<file path="config.mk">
export PLATFORM = sky130hd
export DESIGN_NAME = demux_ctrl
export DESIGN_NICKNAME = d
export VERILOG_FILES = /design/src/rtl/demux_ctrl_pkg.sv /design/src/rtl/demux_ctrl_demux.sv /design/src/rtl/demux_ctrl.sv
export SDC_FILE = /design/constraint.sdc
export NUM_CORES = 1
export LEC_CHECK = 0
export BUFFER_PORTS_ARGS = -buffer_cell sky130_fd_sc_hd__buf_2
export CAP_MARGIN = 5
export CORE_MARGIN = 3
export CORE_UTILIZATION = 54
export DETAILED_ROUTE_END_ITERATION = 10
export PLACE_DENSITY = 0.84
export SLEW_MARGIN = 40
export SYNTH_ARGS = -nofsm -noshare
export SYNTH_HDL_FRONTEND = slang
export SYNTH_SLANG_ARGS = --single-unit
export TNS_END_PERCENT = 50
</file>
<file path="constraint.sdc">
create_clock -name clk -period 3 [get_ports clk]
set_input_delay 0.6 -clock clk [delete_from_list [all_inputs] [get_ports clk]]
set_output_delay 0.6 -clock clk [all_outputs]
set_load 0.02 [all_outputs]
</file>
<file path="src/rtl/demux_ctrl_pkg.sv">
// Shared types and constants for the demux_ctrl block.
//   state_t   : controller states (IDLE, HOLD_A, HOLD_B)
//   CH_A/CH_B : channel encodings used for sel and destination
package demux_ctrl_pkg;

  typedef enum logic [1:0] {
    IDLE   = 2'd0,
    HOLD_A = 2'd1,
    HOLD_B = 2'd2
  } state_t;

  localparam logic CH_A = 1'b0;
  localparam logic CH_B = 1'b1;

endpackage

</file>
<file path="src/rtl/demux_ctrl_demux.sv">
// One-to-two data demultiplexer; the unselected output is driven to zero.
//   i     : input word
//   sel   : CH_A routes to out_a, CH_B routes to out_b
//   out_a : channel A data
//   out_b : channel B data
module demux_ctrl_demux
  import demux_ctrl_pkg::*;
#(
  parameter int unsigned bit_width = 8
) (
  input  logic [bit_width-1:0] i,
  input  logic                 sel,
  output logic [bit_width-1:0] out_a,
  output logic [bit_width-1:0] out_b
);

  always_comb begin
    out_a = '0;
    out_b = '0;
    if (sel == CH_B) out_b = i;
    else             out_a = i;
  end

endmodule

</file>
<file path="src/rtl/demux_ctrl.sv">
// Single-entry steering buffer: accepts one word and presents it on channel
// A or B (tag or round-robin policy), counting completed transfers per channel.
//   clk, rst                  : clock, synchronous active-high reset
//   i, i_valid, i_ready       : input handshake
//   i_dest, mode              : tag destination, policy (0=tag, 1=round-robin)
//   out_a/out_b (+valid/ready): channel handshakes
//   sel                       : channel of held word (0 when idle)
//   cnt_a, cnt_b              : wrapping completed-transfer counters
module demux_ctrl
  import demux_ctrl_pkg::*;
#(
  parameter int unsigned bit_width = 8,
  parameter int unsigned cnt_width = 16
) (
  input  logic                 clk,
  input  logic                 rst,
  input  logic [bit_width-1:0] i,
  input  logic                 i_valid,
  output logic                 i_ready,
  input  logic                 i_dest,
  input  logic                 mode,
  output logic [bit_width-1:0] out_a,
  output logic [bit_width-1:0] out_b,
  output logic                 out_a_valid,
  output logic                 out_b_valid,
  input  logic                 out_a_ready,
  input  logic                 out_b_ready,
  output logic                 sel,
  output logic [cnt_width-1:0] cnt_a,
  output logic [cnt_width-1:0] cnt_b
);

  state_t                 state_q, state_d;
  logic                   rr_q, rr_d;
  logic [bit_width-1:0]   data_q, data_d;
  logic [cnt_width-1:0]   cnt_a_q, cnt_a_d;
  logic [cnt_width-1:0]   cnt_b_q, cnt_b_d;

  logic                   hold_a, hold_b;
  logic                   drain_a, drain_b;
  logic                   accept;
  logic                   dest;
  logic [bit_width-1:0]   dmx_a, dmx_b;

  // Handshake decode; drain and refill may happen in the same cycle.
  always_comb begin
    hold_a  = (state_q == HOLD_A);
    hold_b  = (state_q == HOLD_B);
    drain_a = hold_a && out_a_ready;
    drain_b = hold_b && out_b_ready;
    i_ready = !rst && ((state_q == IDLE) || drain_a || drain_b);
    accept  = i_valid && i_ready;
    dest    = mode ? rr_q : i_dest;
  end

  // Next-state, holding register, round-robin pointer and counters.
  always_comb begin
    state_d = state_q;
    rr_d    = rr_q;
    data_d  = data_q;
    cnt_a_d = cnt_a_q;
    cnt_b_d = cnt_b_q;

    if (drain_a) cnt_a_d = cnt_a_q + cnt_width'(1);
    if (drain_b) cnt_b_d = cnt_b_q + cnt_width'(1);

    if (drain_a || drain_b) state_d = IDLE;

    if (accept) begin
      state_d = (dest == CH_B) ? HOLD_B : HOLD_A;
      data_d  = i;
      if (mode) rr_d = ~rr_q;
    end
  end

  always_ff @(posedge clk) begin
    if (rst) begin
      state_q <= IDLE;
      rr_q    <= 1'b0;
      data_q  <= '0;
      cnt_a_q <= '0;
      cnt_b_q <= '0;
    end else begin
      state_q <= state_d;
      rr_q    <= rr_d;
      data_q  <= data_d;
      cnt_a_q <= cnt_a_d;
      cnt_b_q <= cnt_b_d;
    end
  end

  demux_ctrl_demux #(
    .bit_width(bit_width)
  ) u_demux (
    .i    (data_q),
    .sel  (hold_b),
    .out_a(dmx_a),
    .out_b(dmx_b)
  );

  // Outputs are masked while reset is asserted so nothing leaks before the
  // first reset edge has cleared the state register.
  always_comb begin
    out_a_valid = hold_a && !rst;
    out_b_valid = hold_b && !rst;
    sel         = out_b_valid;
    out_a       = out_a_valid ? dmx_a : '0;
    out_b       = out_b_valid ? dmx_b : '0;
    cnt_a       = cnt_a_q;
    cnt_b       = cnt_b_q;
  end

endmodule

</file>
==> flow_metrics.env, run 1 <==
export IMPL_synth_edf_count=0
export IMPL_rows=21
export IMPL_status="finished clean"
export IMPL_firstDrtPassIters=4
export IMPL_synth_cell_area_mm2=0.002081
export IMPL_vias=1875
export IMPL_synth_top_area_cell="dfxtp_1"
export IMPL_grt_usage=0.2131
export IMPL_grt_pass1_vias=1768
export IMPL_clockBufferDepth=2
export IMPL_avgViaCountPerCell=5.327
export IMPL_clk_pin_slew_ns=0.08
export IMPL_worstMarginPinSlew_ns=0.4870
export IMPL_path_cells="or2b_1, nor2_1, buf_2"
export IMPL_post_cts_buffers=0
export IMPL_drc=0
export IMPL_syn_nets=262
export IMPL_synthTopCellsByArea="dfxtp_1 (41%), nor2_1 (7.8%), mux2i_1 (5.3%), xor2_1 (5.1%), xnor2_1 (4.2%)"
export IMPL_hold_buffers=0
export IMPL_synth_flop_cell="dfxtp_1"
export IMPL_hold_path_class="register to register"
export IMPL_p_leak_nw=1.207
export IMPL_dieHeight_um=68.08
export IMPL_post_place_ws_ns=1.043
export IMPL_fin_crit_sh=0.7308
export IMPL_yosysSeqAreaShare=0.4137
export IMPL_cp_slowest_stage_delay_ns=0.58
export IMPL_synthDistinctLibCells=36
export IMPL_area_delta_synth_final_pct=20.93
export IMPL_power_density_mw_per_mm2=452.2
export IMPL_wl_mm=4.514
export IMPL_grt_first_pass_wirelength_mm=7.479
export IMPL_io_pins=67
export IMPL_synth_area_per_cell_um2=8.493
export IMPL_ctsResizeCount=0
export IMPL_cts_root_buf="clkbuf_8"
export IMPL_setup_viol=0
export IMPL_cts_inserted_buffers=5
export IMPL_clkLatencyLatePin_ns=0.29
export IMPL_grt_overflow=0
export IMPL_fillers=295
export IMPL_critPathKind="register to output port"
export IMPL_synthArstFlopShare=0
export IMPL_tns_ns=0
export IMPL_synth_top_cells_by_count="dfxtp_1 (43), nor2_1 (43), nand2_1 (19)"
export IMPL_start_util=0.5910
export IMPL_arrival_ns=1.59
export IMPL_antenna_cells=0
export IMPL_clock_sinks=43
export IMPL_synth_warnings=0
export IMPL_tritoncts="done"
export IMPL_die_w_um=68.08
export IMPL_cp_required_ns=2.40
export IMPL_layout_nets=322
export IMPL_dp_hpwl_mm=3.233
export IMPL_synth_top_area_frac=0.4137
export IMPL_fin_ws_ns=0.8077
export IMPL_gp_congestion=0.7672
export IMPL_holdWs_ns=0.4894
export IMPL_dpl_cell_area_mm2=0.002399
export IMPL_final_area_mm2=0.002516
export IMPL_period_needed_ns=2.192
export IMPL_rsz0062_at_grt="no"
export IMPL_portBuffers=66
export IMPL_finalMaxSlewViolations=0
export IMPL_max_slew_margin=0.6753
export IMPL_finalHoldViolations=0
export IMPL_antenna_found_initial=0
export IMPL_drive_gt1_frac=0.2647
export IMPL_syn_instance_count=245
export IMPL_routedWlPerCell_um=12.82
export IMPL_htreeDepth=2
export IMPL_ir_drop_mv=0.3237
export IMPL_dieArea_mm2=0.004634
export IMPL_drt_iter0_drc=95
export IMPL_grt_max_degree=41
export IMPL_cap_violations=0
export IMPL_ys_ff_latch=43
export IMPL_fmax_mhz=456.1
export IMPL_crit_path_end_kind="output port"
export IMPL_crit_fanout=12
export IMPL_start_kind="register"
export IMPL_ant_nets=0
export IMPL_fin_skew_ns=0.004351
export IMPL_coreArea_mm2=0.003521
export IMPL_cpMaxStageDelayCell="dfxtp_1"
==> final cells by class <==
| class | instances | area (um^2) | area share |
|---|---|---|---|
| well taps | 46 | 57.56 | 0.02287 |
| inverters | 9 | 33.78 | 0.01343 |
| clock buffers | 6 | 82.58 | 0.03282 |
| repair buffers | 67 | 337.8 | 0.1343 |
| clock inverters | 2 | 35.03 | 0.01392 |
| flip-flops and latches | 43 | 860.8 | 0.3421 |
| multi-input cells | 179 | 1109 | 0.4406 |
==> worst paths after layout <==
| kind | start | end | slack (ns) | depth (start not counted) |
|---|---|---|---|---|
| worst max-delay path | state_q[1] | out_b[6] | 0.81 | 3 |
| worst min register to register | rr_q | rr_q | 0.49 | 2 |
| worst max register to register | state_q[0] | state_q[0] | 1.24 | 4 |
| worst min-delay path | rr_q | rr_q | 0.49 | 2 |
==> sequential cells by signal, summed over array words and instances (netlist names) <==
| register | count |
|---|---|
| state_q | 2 |
| rr_q | 1 |
| cnt_b | 16 |
| cnt_a | 16 |
| data_q | 8 |
==> report_power, final <==
part / total, mW / leakage [nW] / internal (mW) / switching [mW]
registers: 0.595 / 0.349 / 0.584 / 0.0109
logic: 0.0833 / 0.797 / 0.0327 / 0.0505
clock network: 0.460 / 0.0612 / 0.269 / 0.191
total: 1.14 / 1.21 / 0.886 / 0.252
==> cell usage in the layout, fill, tap and decap left out, types with 3 or more instances in the layout <==
cell,count
o21ai_0,7
mux2i_1,11
inv_1,8
nor3_1,5
nand3_1,9
or4_1,3
or3_1,6
and3_1,4
nand4_1,10
nor4_1,4
nand2_1,19
buf_2,66
dfxtp_1,43
xnor2_1,10
nor2_1,43
a21oi_1,10
xor2_1,12
o31ai_1,3
clkbuf_8,6
==> stage by stage <==
step	std cells	util	power (mW)
2_1_floorplan	245	-	0.6663
3_5_place_dp	344	0.6812	0.6901
3_3_place_gp	344	0.6812	0.6872
6_report	352	0.7146	1.138
4_1_cts	352	0.7146	1.152
5_1_grt	352	0.7146	1.180
==> logic make-up after synthesis <==
logic type	Yosys count	share of synthesized area
buffers and inverters	23	0.05351
flip-flops	43	0.4137
multiplexers	11	0.05292
AND/OR/NAND/NOR	122	0.3163
AO/OA/AOI/OAI	22	0.05893
XOR/XNOR	22	0.09260
adder cells (fa/ha/maj)	2	0.01202
==> routing by layer <==
layer	up-vias	GRT usage	wire [um]
met2	49	0.3730	2265
met5	-	0	0
met1	862	0.2383	1929
met4	0	0.08685	72
li1	956	-	-
met3	8	0.06568	245
==> critical path: cells and delay by family (launching register included) <==
| kind | cells | cell delay [ns] |
|---|---|---|
| buf+inv | 1 | 0.18 |
| simple gates | 2 | 0.54 |
| flops | 1 | 0.58 |
(Power assumes the default switching activity.)
==> inputs of run 2 (changes only) <==
--- a/config.mk
+++ b/config.mk
@@ -8,9 +8,9 @@
 export BUFFER_PORTS_ARGS = -buffer_cell sky130_fd_sc_hd__buf_2
 export CAP_MARGIN = 5
 export CORE_MARGIN = 3
-export CORE_UTILIZATION = 54
+export CORE_UTILIZATION = 50
 export DETAILED_ROUTE_END_ITERATION = 10
-export PLACE_DENSITY = 0.84
+export PLACE_DENSITY = 0.79
 export SLEW_MARGIN = 40
 export SYNTH_ARGS = -nofsm -noshare
 export SYNTH_HDL_FRONTEND = slang
==> constraint.sdc (replaced) <==
create_clock -name clk -period 2.2 [get_ports clk]
set_input_delay 0.44 -clock clk [delete_from_list [all_inputs] [get_ports clk]]
set_output_delay 0.44 -clock clk [all_outputs]
set_load 0.02 [all_outputs]
==> flow_metrics.env, run 2 (synthesis gave the netlist of run 1 again) <==
export IMPL_status="finished clean"
export IMPL_routedWlPerCell_um=12.46
export IMPL_ir_drop_mv=0.3640
export IMPL_hold_buffers=0
export IMPL_drt_iter0_drc=115
export IMPL_start_kind="register"
export IMPL_portBuffers=66
export IMPL_cp_required_ns=1.76
export IMPL_hold_path_endpoint="data_q[7]"
export IMPL_max_slew_margin=0.6782
export IMPL_ff_latch_area_um2=860.8
export IMPL_holdPathStages=3
export IMPL_antenna_found_initial=0
export IMPL_grt_first_pass_wirelength_mm=7.541
export IMPL_grt_usage=0.1829
export IMPL_htreeDepth=2
export IMPL_clock_sinks=43
export IMPL_holdWs_ns=0.3755
export IMPL_antenna_cells=0
export IMPL_finalMaxSlewViolations=0
export IMPL_gp_congestion=0.7543
export IMPL_clk_pin_slew_ns=0.08
export IMPL_pwr_share_clk=0.391
export IMPL_area_delta_synth_final_pct=21.77
export IMPL_crit_path_end_kind="output port"
export IMPL_clkLatencyLatePin_ns=0.30
export IMPL_fillers=332
export IMPL_r2r_setup_slack_ns=0.47
export IMPL_avgViaCountPerCell=5.291
export IMPL_final_cell_mix="buf_2 (66), nor2_1 (43), dfxtp_1 (43), nand2_1 (19), xor2_1 (12)"
export IMPL_multiInputGateArea_mm2=0.001109
export IMPL_seqPwrFrac=0.533
export IMPL_crit_fanout=12
export IMPL_worstMarginPinSlew_ns=0.4827
export IMPL_reg2reg_to="cnt_b[15]"
export IMPL_dieHeight_um=70.51
export IMPL_finalHoldViolations=0
export IMPL_firstDrtPassIters=4
export IMPL_hold_start="i[7]"
export IMPL_tns_ns=0
export IMPL_tritoncts="done"
export IMPL_crit_start="state_q[1]"
export IMPL_ant_nets=0
export IMPL_hold_path_class="input pin to register"
export IMPL_drc=0
export IMPL_die_w_um=70.51
export IMPL_reg2reg_depth=4
export IMPL_fmax_mhz=503.1
export IMPL_p_leak_nw=1.219
export IMPL_cap_violations=0
export IMPL_final_common_cell="buf_2"
export IMPL_p_int_mw=1.174
export IMPL_drive_gt1_frac=0.2686
export IMPL_finalPower_mw=1.519
export IMPL_start_util=0.5438
export IMPL_rows=22
export IMPL_io_pins=67
export IMPL_clockBufferDepth=2
export IMPL_p_comb_frac=0.076
export IMPL_r2r_start="cnt_b[3]"
export IMPL_period_needed_ns=1.988
export IMPL_cts_inserted_buffers=5
export IMPL_arrival_ns=1.55
export IMPL_dieArea_mm2=0.004972
export IMPL_layout_nets=326
export IMPL_grt_max_degree=26
export IMPL_grt_overflow=0
export IMPL_rsz0062_at_grt="no"
export IMPL_fin_skew_ns=0.01017
export IMPL_coreArea_mm2=0.003826
export IMPL_dp_hpwl_mm=3.278
export IMPL_wl_mm=4.447
export IMPL_switchingPower_mw=0.3444
export IMPL_ctsResizeCount=0
export IMPL_fin_crit_sh=0.9036
export IMPL_grt_pass1_vias=1703
export IMPL_setup_viol=0
export IMPL_critPathKind="register to output port"
export IMPL_cts_root_buf="clkbuf_8"
export IMPL_vias=1889
export IMPL_post_cts_buffers=0
export IMPL_power_density_mw_per_mm2=599.5
export IMPL_swShare=0.2268
==> run 2: metrics by stage <==
stage,utilization,std cells,instance area [um^2],setup WS [ns]
after global placement,0.6354,350,2431,0.4203
after global routing,0.6622,357,2534,0.08756
after floorplan,-,245,2081,0.3587
final,0.6622,357,2534,0.2122
after CTS,0.6622,357,2534,0.2013
after detailed placement,0.6354,350,2431,0.4163
==> run 2: area by class of cell <==
class	instances	share of cell area
flip-flops and latches	43	0.3398
inverters	9	0.01333
clock buffers	6	0.02864
multi-input cells	179	0.4375
clock inverters	1	0.01185
well taps	48	0.02370
repair buffers	71	0.1452
==> run 2: power by group through the flow <==
stage               registers, mW  logic (mW)  clock network [mW]
global placement            0.827       0.113                   0
detailed placement          0.828       0.116                   0
floorplan                   0.823      0.0853                   0
finish                      0.810       0.115               0.594
global route                0.813       0.127               0.629
CTS                         0.810       0.116               0.599
==> run 2: worst max-delay path by stage <==
stage / endpoint / slack (ns) / cells past startpoint
after floorplan: sel / 0.36 / 5
after detailed placement: state_q[0] / 0.42 / 5
final: out_b_valid / 0.21 / 3
after CTS: out_b_valid / 0.20 / 3
after global placement: state_q[0] / 0.42 / 5
after global routing: out_b_valid / 0.09 / 3
==> run 2: worst max-delay path: stages, from the launching register on <==
cell and delay [ns]:
dfxtp_1 0.54, or2b_1 0.39, nor2_1 0.15, buf_2 0.18
==> run 2: metal layers <==
| layer | GRT usage | up-vias | routed length, um |
|---|---|---|---|
| li1 | - | 959 | - |
| met5 | 0 | - | 0 |
| met1 | 0.2396 | 867 | 2005 |
| met2 | 0.2869 | 53 | 2076 |
| met3 | 0.04173 | 10 | 274 |
| met4 | 0.08085 | 0 | 90 |
